[src/rtl/fetch32_if.sv]
// fetch32_if: instruction memory req/ack bus.
// master (fetch) drives imreq/imaddr; slave (memory) drives imack/imdata.
interface fetch32_if;
  logic        imreq;
  logic [31:0] imaddr;
  logic        imack;
  logic [31:0] imdata;

  modport master (
    output imreq,
    output imaddr,
    input  imack,
    input  imdata
  );

  modport slave (
    input  imreq,
    input  imaddr,
    output imack,
    output imdata
  );
endinterface

[src/rtl/fetch32.sv]
// fetch32: fetch stage between PC and decode, one memory request in flight,
// DEPTH-entry instruction queue, flush kills queue and in-flight response.
// Ports: clk, rst_n (sync, active low); pcaddr in / pcstall out (PC side);
// flush in; im (fetch32_if.master: imreq/imaddr out, imack/imdata in);
// insn/insnaddr/insnvalid out, insnready in (decode side).
// FETCH32_PERF_EN adds perfstall[31:0] and perfflush[15:0] counters.
module fetch32 #(
  parameter int DEPTH = 2
) (
  input  logic        clk,
  input  logic        rst_n,
  input  logic [31:0] pcaddr,
  output logic        pcstall,
  input  logic        flush,
  fetch32_if.master   im,
  output logic [31:0] insn,
  output logic [31:0] insnaddr,
  output logic        insnvalid,
  input  logic        insnready
`ifdef FETCH32_PERF_EN
  ,
  output logic [31:0] perfstall,
  output logic [15:0] perfflush
`endif
);
  localparam int AW = $clog2(DEPTH);
  localparam int CW = AW + 1;

  typedef enum logic [1:0] {
    IDLE,
    REQ,
    DISCARD
  } state_t;

  typedef struct packed {
    logic [31:0] addr;
    logic [31:0] data;
  } entry_t;

  state_t        state;
  entry_t        q [DEPTH];
  logic [AW-1:0] rdptr;
  logic [AW-1:0] wrptr;
  logic [CW-1:0] count;

  logic room;
  logic accept;
  logic push;
  logic pop;

  assign room   = count < CW'(DEPTH);
  assign accept = (state == IDLE) && !flush && room;
  assign push   = (state == REQ) && im.imack && !flush;
  assign pop    = insnready && (count != '0) && !flush;

  assign pcstall   = !accept;
  assign insnvalid = count != '0;
  assign insn      = q[rdptr].data;
  assign insnaddr  = q[rdptr].addr;

  // Request FSM. A response arriving after a flush is swallowed in
  // DISCARD so it never reaches the queue.
  always_ff @(posedge clk) begin
    if (!rst_n) begin
      state     <= IDLE;
      im.imreq  <= 1'b0;
      im.imaddr <= '0;
    end else begin
      unique case (state)
        IDLE: begin
          if (accept) begin
            im.imaddr <= pcaddr;
            im.imreq  <= 1'b1;
            state     <= REQ;
          end
        end
        REQ: begin
          if (im.imack) begin
            im.imreq <= 1'b0;
            state    <= IDLE;
          end else if (flush) begin
            state <= DISCARD;
          end
        end
        DISCARD: begin
          if (im.imack) begin
            im.imreq <= 1'b0;
            state    <= IDLE;
          end
        end
        default: begin
          im.imreq <= 1'b0;
          state    <= IDLE;
        end
      endcase
    end
  end

  // Instruction queue. Accept only when a slot is free, so a later
  // push always has room even with no pop.
  always_ff @(posedge clk) begin
    if (!rst_n) begin
      rdptr <= '0;
      wrptr <= '0;
      count <= '0;
      for (int i = 0; i < DEPTH; i++) begin
        q[i] <= '0;
      end
    end else if (flush) begin
      rdptr <= '0;
      wrptr <= '0;
      count <= '0;
    end else begin
      if (push) begin
        q[wrptr] <= {im.imaddr, im.imdata};
        wrptr    <= wrptr + AW'(1);
      end
      if (pop) begin
        rdptr <= rdptr + AW'(1);
      end
      unique case ({push, pop})
        2'b10:   count <= count + CW'(1);
        2'b01:   count <= count - CW'(1);
        default: count <= count;
      endcase
    end
  end

`ifdef FETCH32_PERF_EN
  always_ff @(posedge clk) begin
    if (!rst_n) begin
      perfstall <= '0;
      perfflush <= '0;
    end else begin
      if (pcstall && (perfstall != '1)) begin
        perfstall <= perfstall + 32'd1;
      end
      if (flush && (perfflush != '1)) begin
        perfflush <= perfflush + 16'd1;
      end
    end
  end
`endif

endmodule
[src/flat_wrapper.sv]
// flat-port wrapper written by rule: the top's interface ports become plain ports
module fetch32_flat 
#(
  parameter int DEPTH = 2
)
  (clk, rst_n, pcaddr, pcstall, flush, insn, insnaddr, insnvalid, insnready, im_imreq, im_imaddr, im_imack, im_imdata);
  fetch32_if im_i ();
  input  logic clk;
  input  logic rst_n;
  input  logic [31:0] pcaddr;
  output logic pcstall;
  input  logic flush;
  output logic [31:0] insn;
  output logic [31:0] insnaddr;
  output logic insnvalid;
  input  logic insnready;
  output wire logic [$bits(im_i.imreq)-1:0] im_imreq;
  output wire logic [$bits(im_i.imaddr)-1:0] im_imaddr;
  input wire logic [$bits(im_i.imack)-1:0] im_imack;
  input wire logic [$bits(im_i.imdata)-1:0] im_imdata;
  assign im_imreq = im_i.imreq;
  assign im_imaddr = im_i.imaddr;
  assign im_i.imack = im_imack;
  assign im_i.imdata = im_imdata;
  fetch32 #(.DEPTH(DEPTH)) u_core (.clk(clk), .rst_n(rst_n), .pcaddr(pcaddr), .pcstall(pcstall), .flush(flush), .im(im_i), .insn(insn), .insnaddr(insnaddr), .insnvalid(insnvalid), .insnready(insnready));
endmodule
[config.mk]
export PLATFORM = sky130hd
export DESIGN_NAME = fetch32_flat
export DESIGN_NICKNAME = d
export VERILOG_FILES = /design/src/rtl/fetch32_if.sv /design/src/rtl/fetch32.sv /design/src/flat_wrapper.sv
export SDC_FILE = /design/constraint.sdc
export NUM_CORES = 1
export LEC_CHECK = 0
export ABC_AREA = 1
export CAP_MARGIN = 5
export CORE_MARGIN = 2
export CORE_UTILIZATION = 50
export DETAILED_ROUTE_END_ITERATION = 12
export PLACE_DENSITY_LB_ADDON = 0.12
export SETUP_SLACK_MARGIN = 0.15
export SYNTH_ARGS = -nofsm -noshare
export SYNTH_HDL_FRONTEND = slang
export SYNTH_SLANG_ARGS = --single-unit
export TNS_END_PERCENT = 30
[constraint.sdc]
create_clock -name clk -period 4 [get_ports clk]
set_input_delay 1.2 -clock clk [delete_from_list [all_inputs] [get_ports clk]]
set_output_delay 1.2 -clock clk [all_outputs]
set_load 0.05 [all_outputs]
# --- After elaboration in Yosys (flattened, before gate mapping) ---
# Memory sizes are Yosys's and may differ from the RTL's. A register that Yosys moved wholly into a read port is not among the register bits.
# Cells that the tools add are included.
classes:
  addsub: 4
  n_lt_le_gt_ge: 1
  eq_ne: 8
  mux: 19
  n_bitwise: 1
  reduce_logical: 17
op_table:
  columns: ["op", "count"]
  rows:
  - ["2-to-1 mux 64 bit", 1]
  - ["OR reduction 64 bit", 1]
  - ["2-to-1 mux 1 bit", 11]
  - ["2-to-1 mux 2 bit", 4]
  - ["logical AND 1 bit", 6]
  - ["case mux 2 bit (3 select lines)", 1]
  - ["equality test 2 x 1 -> 1 bit, second input constant", 2]
  - ["equality test 2 bit, second input constant", 2]
  - ["!= test 2 x 1 -> 1 bit, second input constant", 2]
  - ["case mux 2 bit (2 select lines)", 1]
  - ["AND reduction 2 bit", 2]
  - ["nonzero test 2 bit", 2]
  - ["OR reduction 2 bit", 2]
  - ["!= test 3 bit, second input constant", 1]
  - ["AND reduction 3 bit", 1]
  - ["adder 1 bit, second input constant", 2]
  - ["adder 2 x 1 -> 2 bit, second input constant", 1]
  - ["zero test 1 bit", 2]
  - ["zero test 2 bit", 1]
  - ["< comparator 2 bit, second input constant", 1]
  - ["!= test 2 bit, second input constant", 1]
  - ["case mux 1 bit (2 select lines)", 1]
  - ["subtractor 2 x 1 -> 2 bit, second input constant", 1]
  - ["NOT 1 bit", 1]
totals:
  reg_bits: 39
  ram_bits: 128
  output_inout_bits: 99
  word_cells: 57
  mem_count: 1
mem_list:
  columns: ["memory", "words", "width", "read_ports", "rd_clocked_by_memory_dff", "wr", "line_no", "source"]
  rows:
  - ["u_core.q", 2, 64, 1, 1, 2, "fetch32.sv:41", "entry_t q [DEPTH];"]

# --- Longest topological paths before layout ---
depth:
  depth_word: 9
  mapped_depth: 9
  mapped_depth_nobuf: 9

# --- Worst setup path after synthesis ---
# No wires, ideal clock.
synth_path:
  path_kind: "input port to flip-flop"
  from: "in flush"
  to: "mem u_core.q[1][0] (netlist bit), enable pin"
  arrival_time_ps: 3181
  required_time_ps: 3576
  setup_slack_ps: 395
  cell_stages: 7
  path_buffers: 2
  path_cell_list: "inv_2 > nand2_1 > inv_2 > nand4_1 > buf_4 > buf_6 > nand2_1"
synth_lines:
  columns: ["element", "line_no", "source"]
  rows:
  - ["from (decl)", "flat_wrapper.sv:12", "input logic flush;"]
  - ["to (decl)", "fetch32.sv:41", null]

==> results.sh <==
export IMPL_grt_max_degree=66
export IMPL_core_um2=13700
export IMPL_rsz0062_at_grt="false"
export IMPL_syn_avg_cell_area_um2=11.9
export IMPL_io_buffers=167
export IMPL_r2r_start="u_core.state[1]"
export IMPL_overflow=0
export IMPL_drtAntennaViolNets=0
export IMPL_synth_top_family_by_area="multiplexers"
export IMPL_slowest_delay_ns=0.72
export IMPL_antenna_found_initial=0
export IMPL_ff2ff_path_depth=7
export IMPL_dr_pass1_iters=5
export IMPL_totalWireLength_mm=14.7
export IMPL_place_congestion=0.732
export IMPL_yosysWarnings=0
export IMPL_worstPathArrival_ns=2.34
export IMPL_clk_pin_slew_ns=0.06
export IMPL_drt_iter0_markers=231
export IMPL_fmax_mhz=282
export IMPL_p_total_w=0.00441
export IMPL_grt_usage_pct=20.2
export IMPL_ys_seq_area_share_pct=66.9
export IMPL_dieWidth_um=122
export IMPL_synthMuxAreaShare_pct=10.4
export IMPL_cts_sinks=168
export IMPL_setup_viol=0
export IMPL_cts_made_buffers=17
export IMPL_use_met2_pct=35.6
export IMPL_reg2reg_to="u_core.q[0][5]"
export IMPL_criticalPathCategory="flop to primary output"
export IMPL_start_util_pct=50.6
export IMPL_min_from="u_core.rdptr"
export IMPL_min_period_ns=3.54
export IMPL_place_hpwl_mm=8.95
export IMPL_dp_slack_ns=0.619
export IMPL_met1_usage_pct=23.2
export IMPL_setup_ws_ns=0.457
export IMPL_critPathMaxFanout=55
export IMPL_synth_compound_area_share_pct=5.40
export IMPL_floorplan_die_area_um2=14900
export IMPL_via_per_inst=4.98
export IMPL_diodes=0
export IMPL_hold_depth=2
export IMPL_fillerInstances=1004
export IMPL_cp_end_kind="primary output"
export IMPL_ctsLongestPathBuffers=2
export IMPL_cts_setup_buffers=0
export IMPL_fin_crit_sh_pct=88.6
export IMPL_postLayoutCoreUtil_pct=67.9
export IMPL_relSlewSlack_pct=48.6
export IMPL_synth_area_um2=6950
export IMPL_synth_seq_cells=168
export IMPL_wl_per_cell_um=15.7
export IMPL_synth_nets=655
export IMPL_p_leak_nw=3.60
export IMPL_synth_cells=582
export IMPL_tns_ns=0
export IMPL_cts_hold_buf=0
export IMPL_cap_violations=0
export IMPL_crit_chain="buf_12 -> mux2_2 -> clkdlybuf4s50_1"
export IMPL_cts_tree="done"
export IMPL_grt_pass1_wl_mm=22.8
export IMPL_clk_latency_ns=0.42
export IMPL_finClkSkew_ns=0.00703
export IMPL_cts_max_level=4
export IMPL_synthAdderAreaFrac_pct=0.720
export IMPL_ir_worst_vdd_mv=0.303
export IMPL_gr_usage_met3_pct=5.76
export IMPL_top_usage_layer="met2"
export IMPL_critPathRequiredTime_ns=2.80
export IMPL_nets=817
export IMPL_drc=0
export IMPL_ff2ff_setup_slack_ns=2.01
export IMPL_drv_slew=0
export IMPL_startpoint_type="flop"
export IMPL_cts_root_buffer_cell="clkbuf_16"
export IMPL_worst_pin_slew_ns=0.771
export IMPL_rows=43
export IMPL_power_density_nw_per_um2=473
export IMPL_synthXorXnorAreaFrac_pct=0
export IMPL_area_growth_synth_to_final_pct=34.2
export IMPL_ctsResizeCount=0
export IMPL_pin_count=168
export IMPL_drive_gt1_share_pct=14.0
export IMPL_die_h_um=122
export IMPL_synthDistinctLibCells=21
export IMPL_vias=4662
export IMPL_slowest_stage="clkdlybuf4s50_1"
export IMPL_hold_class="flop to flop"
export IMPL_grt_pass1_vias=4828
export IMPL_synthSimpleGateAreaFrac_pct=9.22
export IMPL_finalHoldViolations=0
export IMPL_status="completed"
==> per-stage QoR <==
| step | cells | hold WS [ns] | cell area (um^2) |
|---|---|---|---|
| final | 937 | 0.485 | 9320 |
| after global routing | 937 | 0.506 | 9320 |
| after CTS | 937 | 0.484 | 9320 |
| after detailed placement | 905 | 0.465 | 8730 |
| after global placement | 905 | 0.465 | 8730 |
| after floorplan | 582 | 0.447 | 6950 |
==> worst max-delay path: cells and delay by family, from the launching register on <==
family	cells	cell delay, ns
buffers and inverters	2	1.04
flip-flops	1	0.44
multiplexers	1	0.38
==> where the power goes <==
group | switching, W | internal [W] | total, W | leakage (nW)
clock | 0.000617 | 0.00103 | 0.00165 | 0.285
combinational | 0.000488 | 0.000257 | 0.000745 | 1.65
sequential | 0.0000383 | 0.00198 | 0.00201 | 1.66
total | 0.00114 | 0.00326 | 0.00441 | 3.60
==> worst max path at each step <==
stage          startpoint             end  slack [ns]  depth (start not counted)
2_1_floorplan       flush  u_core.q[1][0]        0.39                          7
3_3_place_gp        flush         pcstall        0.63                          4
3_5_place_dp        flush         pcstall        0.62                          4
4_1_cts              flop     insnaddr[1]        0.45                          3
5_1_grt              flop     insnaddr[5]        0.41                          3
6_report             flop     insnaddr[1]        0.46                          3
==> layout by cell type, fill, tap and decap left out <==
| cell type | n |
|---|---|
| clkinv_1 | 5 |
| nand4_1 | 1 |
| a21oi_1 | 38 |
| inv_1 | 76 |
| dfxtp_4 | 1 |
| inv_2 | 2 |
| nand3_2 | 2 |
| clkdlybuf4s50_1 | 166 |
| bufinv_16 | 4 |
| or2_2 | 1 |
| edfxtp_1 | 128 |
| nor2_2 | 1 |
| nor2_1 | 135 |
| buf_4 | 5 |
| mux2_2 | 64 |
| ha_1 | 4 |
| clkinvlp_4 | 1 |
| nand2_1 | 15 |
| clkbuf_16 | 17 |
| buf_12 | 3 |
| nand2_4 | 3 |
| dfxtp_1 | 39 |
| nor3_1 | 2 |
| clkbuf_1 | 3 |
| clkinv_2 | 2 |
| nand3_1 | 2 |
| o21ai_0 | 37 |
==> metal layers <==
metal	vias up	wire length, um
met4	0	257
met1	2233	5930
li1	2259	-
met5	-	0
met3	21	1070
met2	149	7450
==> layout make-up <==
type                            instances  area, um^2  area share [%]
Tap cell                              180         225            2.42
Multi-Input combinational cell        305        1800            19.3
Inverter                               78         293            3.14
Clock inverter                         12         156            1.68
Clock buffer                           20         437            4.69
Sequential cell                       168        4650            49.9
Timing Repair Buffer                  174        1760            18.9
==> registers in the layout (all words and copies together), names as in the netlist, named ones only <==
register,count
u_core.im.imaddr,32
u_core.rdptr,1
u_core.count,2
u_core.im.imreq,1
u_core.q,128
u_core.state,2
u_core.wrptr,1
==> logic make-up (layout without fill, tap and decap cells) <==
logic type,Yosys count,count (layout)
AOI/OAI and AO/OA,75,75
adders and majority gates,4,4
buffers and inverters,109,284
DFF,168,168
muxes,64,64
and+or+nand+nor,162,162
==> synthesized netlist by cell type <==
cell        n  area share [%]
nor2_1    135             7.3
edfxtp_1  128              55
buf_6      11             1.8
nand2_1    17            0.92
inv_1      76             4.1
nand3_1     2            0.14
buf_4       2            0.22
ha_1        4            0.72
or2_2       1           0.090
nor3_1      2            0.14
buf_2      13            0.94
nand2_4     1            0.16
a21oi_1    38             2.7
dfxtp_1    40              12
inv_2       2            0.11
nor2_2      1           0.090
clkbuf_1    5            0.27
o21ai_0    37             2.7
mux2_2     64              10
nand4_1     1           0.090
nand3_2     2            0.29
Power figures use the tool's default switching activity.
